<file path="config.mk">
export PLATFORM = sky130hd
export DESIGN_NAME = gray_bin_conv_pipe
export DESIGN_NICKNAME = d
export VERILOG_FILES = /design/src/rtl/gray_bin_conv_pipe.sv
export SDC_FILE = /design/constraint.sdc
export NUM_CORES = 1
export LEC_CHECK = 0
export CORE_MARGIN = 5
export CORE_UTILIZATION = 35
export CTS_CLUSTER_DIAMETER = 200
export CTS_CLUSTER_SIZE = 8
export DETAILED_ROUTE_END_ITERATION = 6
export GPL_TIMING_DRIVEN = 0
export PLACE_DENSITY = 0.6
export SLEW_MARGIN = 20
export SYNTH_ARGS = -nofsm -noshare
export SYNTH_HDL_FRONTEND = slang
export SYNTH_SLANG_ARGS = --single-unit
</file>
<file path="constraint.sdc">
create_clock -name clk_i -period 2.9 [get_ports clk_i]
set_clock_uncertainty 0.15 [all_clocks]
set_input_delay 0.58 -clock clk_i [delete_from_list [all_inputs] [get_ports clk_i]]
set_output_delay 0.58 -clock clk_i [all_outputs]
set_load 0.02 [all_outputs]
</file>
<file path="src/rtl/gray_bin_conv_pipe.sv">
// Pipelined bidirectional Gray/binary converter with valid/ready on both sides.
// Gray->binary prefix-XOR is split MSB-first into STAGES chunks, one chunk per stage.
module gray_bin_conv_pipe #(
  parameter int WIDTH  = 32,
  parameter int STAGES = 2
) (
  input  logic             clk_i,
  input  logic             rst_i,
  input  logic             in_valid_i,
  output logic             in_ready_o,
  input  logic             in_mode_i,
  input  logic [WIDTH-1:0] in_data_i,
  output logic             out_valid_o,
  input  logic             out_ready_i,
  output logic             out_mode_o,
  output logic [WIDTH-1:0] out_data_o,
  output logic             busy_o
);

  localparam int C = (WIDTH + STAGES - 1) / STAGES;

  // Resolve chunk k in place; bits above it are already binary, so bit top+1
  // is the carry-in from the previous chunk. Chunk 0's MSB passes unchanged.
  function automatic logic [WIDTH-1:0] g2b_chunk(input logic [WIDTH-1:0] d, input int k);
    logic [WIDTH-1:0] r;
    r = d;
    for (int i = WIDTH - 2; i >= 0; i--) begin
      if ((i <= WIDTH - 1 - k * C) && (i >= WIDTH - (k + 1) * C))
        r[i] = r[i] ^ r[i+1];
    end
    return r;
  endfunction

  logic [STAGES-1:0]            r_vld;
  logic [STAGES-1:0]            r_mode;
  logic [STAGES-1:0][WIDTH-1:0] r_data;

  logic [STAGES-1:0]            w_adv;
  logic [STAGES-1:0]            w_vin;
  logic [STAGES-1:0]            w_min;
  logic [STAGES-1:0][WIDTH-1:0] w_nxt;
  logic                         w_carry;
  logic                         w_rdy;

  always_comb begin
    w_adv   = '0;
    w_vin   = '0;
    w_min   = '0;
    w_nxt   = '0;
    w_carry = out_ready_i;
    for (int s = STAGES - 1; s >= 0; s--) begin
      w_adv[s] = !r_vld[s] || w_carry;
      w_carry  = w_adv[s];
    end
    w_rdy    = w_adv[0] && !rst_i;
    w_vin[0] = in_valid_i && w_rdy;
    w_min[0] = in_mode_i;
    w_nxt[0] = in_mode_i ? g2b_chunk(in_data_i, 0) : (in_data_i ^ (in_data_i >> 1));
    for (int s = 1; s < STAGES; s++) begin
      w_vin[s] = r_vld[s-1];
      w_min[s] = r_mode[s-1];
      w_nxt[s] = r_mode[s-1] ? g2b_chunk(r_data[s-1], s) : r_data[s-1];
    end
  end

  always_ff @(posedge clk_i) begin
    if (rst_i) begin
      r_vld  <= '0;
      r_mode <= '0;
      r_data <= '0;
    end else begin
      for (int s = 0; s < STAGES; s++) begin
        if (w_adv[s]) begin
          r_vld[s] <= w_vin[s];
          if (w_vin[s]) begin
            r_data[s] <= w_nxt[s];
            r_mode[s] <= w_min[s];
          end
        end
      end
    end
  end

  assign in_ready_o  = w_rdy;
  assign out_valid_o = r_vld[STAGES-1];
  assign out_mode_o  = r_mode[STAGES-1];
  assign out_data_o  = r_data[STAGES-1];
  assign busy_o      = |r_vld;

endmodule

</file>
== Yosys cells after proc, flatten, opt, wreduce, memory -nomap -nowiden ==
Cells that the tools add are included.
Widths: inputs -> output; s select.

* Mux-type cells: 2
* Bitwise operators: 32
* Reductions and logical operators: 10

{| class="wikitable"
|+ Operator list
! cell !! number
|-
| $mux 32 || 1
|-
| $xor 32x31->32 || 1
|-
| $xor 1x1->1 || 31
|-
| $mux 16 || 1
|-
| $reduce_and 2->1 || 2
|-
| $logic_not 1->1 || 3
|-
| $logic_and 1x1->1 || 2
|-
| $logic_or 1x1->1 || 2
|-
| $reduce_or 2->1 || 1
|}

* Bits in registers: 68
* Bits of input ports: 37
* Output and inout bits: 36
* Word-level logic and storage cells: 50

== Longest topological paths before layout ==
* Depth after elaboration: 17
* Gate-level depth with buffers: 7
* Depth with buffers taken out: 6

== Worst setup path after synthesis ==
OpenSTA, ideal clock, no wires.

* Kind: input to register
* Start: in in_data_i[29]
* End: reg r_data[18] (netlist bit)
* Library setup time: 145 ps
* Arrival: 2171 ps
* Required time: 2605 ps
* Path slack: 434 ps
* Stages on the path: 6
* Path buffers: 0
* Cells stage by stage: xnor3_1 > xnor3_2 > xnor2_1 > xnor2_1 > mux2i_1 > o311ai_0

* Longest elaborated chain between the ends: 13

{| class="wikitable"
|+ RTL lines
! item !! RTL line !! source
|-
| start: declaration || 12 || <nowiki>input logic [WIDTH-1:0] in_data_i,</nowiki>
|-
| $xor 1x1->1 (12 in series) || 29 || <nowiki>r[i] = r[i] ^ r[i+1];</nowiki>
|-
| $mux 32 || 58 || <nowiki>w_nxt[0] = in_mode_i ? g2b_chunk(in_data_i, 0) : (in_data_i ^ (in_data_i >> 1));</nowiki>
|-
| end signal: indexed assignment || 76 || <nowiki>r_data[s] <= w_nxt[s];</nowiki>
|-
| end: declaration || 36 || <nowiki>logic [STAGES-1:0][WIDTH-1:0] r_data;</nowiki>
|}

Every way passes these cells.
A chain may end at the register's enable or synchronous reset.

== Final worst setup path ==
* Start: in in_data_i[31]
* End: reg r_data[18] (netlist bit)

* Longest elaborated chain between the ends: 14

{| class="wikitable"
|+ RTL lines
! item !! RTL line
|-
| $xor 1x1->1 (13 in series) || 29
|-
| $mux 32 || 58
|}

Every way passes these cells.

==> impl_metrics.csv <==
group,metric,value,unit
run_status,outcome,"finished, final reports clean",
floorplanning,start_util,36.01,%
timing,tightest_slew,0.6182,ns
timing,hold_violations,0,
final_layout,final_common_cell,"clkdlybuf4s50_1",
power_and_ir_drop,power.total,2.865,mW
floorplanning,pin_count,73,
final_layout,drive_above_1_share,10.34,%
yosys,synthDistinctLibCells,30,
floorplanning,core_area,10320,sq um
setup_path,critPathKind,"in -> reg",
clocking,post_cts_buffers,0,
global_routing,grtUsageTotal,13.32,%
yosys,syn_area,3717,sq um
drt,drtPass1Iterations,6,
yosys,syn_nets,482,
setup_path,crit_required,2.95,ns
setup_path,slowest_stage,"xnor3_2",
worst_hold_path,min_path_type,"reg -> reg",
global_routing,use_met2,20.30,%
setup_path,worstPathArrival,2.77,ns
yosys,ys_seq_area_share,36.62,%
timing,slew_headroom,58.49,%
setup_path,path_delay_family,"XOR/XNOR gates",
drt,via_per_inst,4.576,
final_layout,syn2layout_area_growth,29.72,%
power_and_ir_drop,power.density,594.2,nW/um^2
drt,ant_nets,0,
yosys,ys_ff_latch,68,
floorplanning,dieArea,12780,sq um
global_routing,grt_pass1_wl,14000,um
yosys,syn_inst,445,
timing,setup_tns,0,ns
yosys,synth_warnings,0,
drt,drc,0,
run,cap_violations,0,
global_routing,first_global_vias,2840,
timing,setup_violations,0,
timing,rsz0062_at_grt,"false",
global_routing,grt.met1_usage,19.24,%
clocking,cts_hold_buffers,0,
setup_path,cp_slowest_stage_delay,0.59,ns
clocking,clkSlewWorstSetupHoldPaths,0.07,ns
floorplanning,fp.dieW,113.1,um
clocking,clock-sinks,68,
clocking,cts_tree,"yes",
clocking,cts-buffers-inserted,9,
final_layout,multiInputGateArea,1996,sq um
yosys,synth_enable_flop_cells,0,
final_layout,seqCellArea,1361,sq um
power_and_ir_drop,p_leak,1.785,nW
setup_path,critPathCaptureType,"flip-flop",
final_layout,n_antenna_cell,0,
drt,avgRoutedWirePerCell,12.70,um
final_layout,fin_nets,564,
place,io_buffer_count,71,
place,dp_cells,652,
clocking,worstSkewPairLatency,0.34,ns
setup_path,path_max_fanout,7,
yosys,syn_avg_cell_area,8.354,sq um
floorplanning,row_count,37,
drt,dr_total_vias,3057,
setup_path,crit_chain,"clkdlybuf4s50_1 > xnor2_2 > xnor3_2 > xnor2_1 > xnor2_1 > mux2i_1 > o311ai_0",
clocking,cts_buffer_depth,2,
clocking,root_buffer,"clkbuf_8",
yosys,synth-main-ff-cell,"dfxtp_1",
place,gp_congestion,0.8062,
clocking,htree_levels,3,
power_and_ir_drop,ir_worst_vdd,0.2015,mV
setup_path,cpMostUsedCell,"xnor2_1",
timing,finalCritPeriodShare,93.79,%
final_layout,final_cell_mix,"clkdlybuf4s50_1 (71), dfxtp_1 (68), xnor2_1 (61)",
floorplanning,die_h,113.1,um
yosys,async_flop_share,0,%
setup_path,start_kind,"input pin",
timing,max_freq,367.7,MHz
global_routing,use_met3,1.818,%
final_layout,fin_cells,668,
global_routing,gr-max-usage-layer,"met2",
global_routing,antenna_found_initial,0,
global_routing,grt_start_max_net_pins,13,
final_layout,fillers,1003,
timing,slew_viol_final,0,
place,dp_hpwl,6795,um
timing,hold_ws,0.3032,ns
timing,period_minus_slack,2.720,ns
drt,wirelength,8485,um
setup_path,cp.buffers_inverters,1,
drt,drtIter0Drc,146,
global_routing,overflow,0,
[final timing paths]
check                                    from             end  slack, ns  cells past startpoint
worst min-delay path               r_data[23]  out_data_o[23]       0.30                      2
worst min register to register     r_data[23]  out_data_o[23]       0.30                      2
worst max-delay path            in_data_i[31]      r_data[18]       0.18                      7
worst max register to register     r_data[16]   out_data_o[0]       0.39                      6
[cell families after synthesis]
kind of cell              count (synthesis)  synth area share (%)
xor gates and xnor gates                 88                 23.56
buffers and inverters                    66                 9.896
muxes                                     4                 1.077
DFF                                      68                 36.62
AOI/OAI and AO/OA                        82                 11.85
and+or+nand+nor                         137                 17.00
[final cells by class]
class / count / share of cell area [%]
flip-flops and latches: 68 / 28.23
inverters: 6 / 0.4670
clock buffers: 10 / 2.647
repair buffers: 71 / 14.74
well taps: 136 / 3.529
multi-input cells: 311 / 41.39
plain buffers: 60 / 7.161
clock inverters: 6 / 1.842
[routing by layer]
| metal | up-vias | wire length [um] |
|---|---|---|
| li1 | 1595 | - |
| met1 | 1386 | 4217 |
| met2 | 66 | 3745 |
| met3 | 10 | 390 |
| met4 | 0 | 131 |
| met5 | - | 0 |
[report_power, final]
part	switching [mW]	leakage, nW	internal (mW)
Clock	0.366	0.102	0.484
Sequential	0.0701	0.559	1.02
Combinational	0.446	1.12	0.478
[through the flow]
step                utilization [%]  instance area [sq um]  setup WS, ns
floorplan                         -                   3717        0.4340
global placement              44.54                   4598       -0.2133
detailed placement            44.54                   4598       -0.2686
CTS                           46.64                   4815       0.08496
global route                  46.71                   4822       0.08154
finish                        46.71                   4822        0.1802
[worst register-to-register path: cells and delay by family (launching register included)]
kind | cells | cell delay [ns]
xor+xnor | 4 | 1.36
flops | 1 | 0.44
simple gates | 2 | 0.46
[synth_stat cells (all sizes together) (5+ instances only)]
cell type	n	share of area [%]
o21ai	41	5.5
xnor2	63	15
nand3	33	4.4
buf	37	7.0
a21oi	29	3.9
nor2	18	1.8
clkbuf	23	2.3
nor2b	18	3.0
inv	6	0.61
a211oi	7	1.4
nand2	55	5.6
xor2	19	4.5
dfxtp	68	37
xnor3	5	3.1
[sequential cells by signal, indices dropped and copies added (netlist names)]
register	count
r_vld	2
out_data_o	32
r_mode	2
r_data	32
[what timing repair did]
action                                  CTS  global route
hold endpoints to repair                  0             0
gates resized for setup                   0             1
endpoints found under the setup margin    0             1
Note: power is estimated with default switching activity, not from simulation.
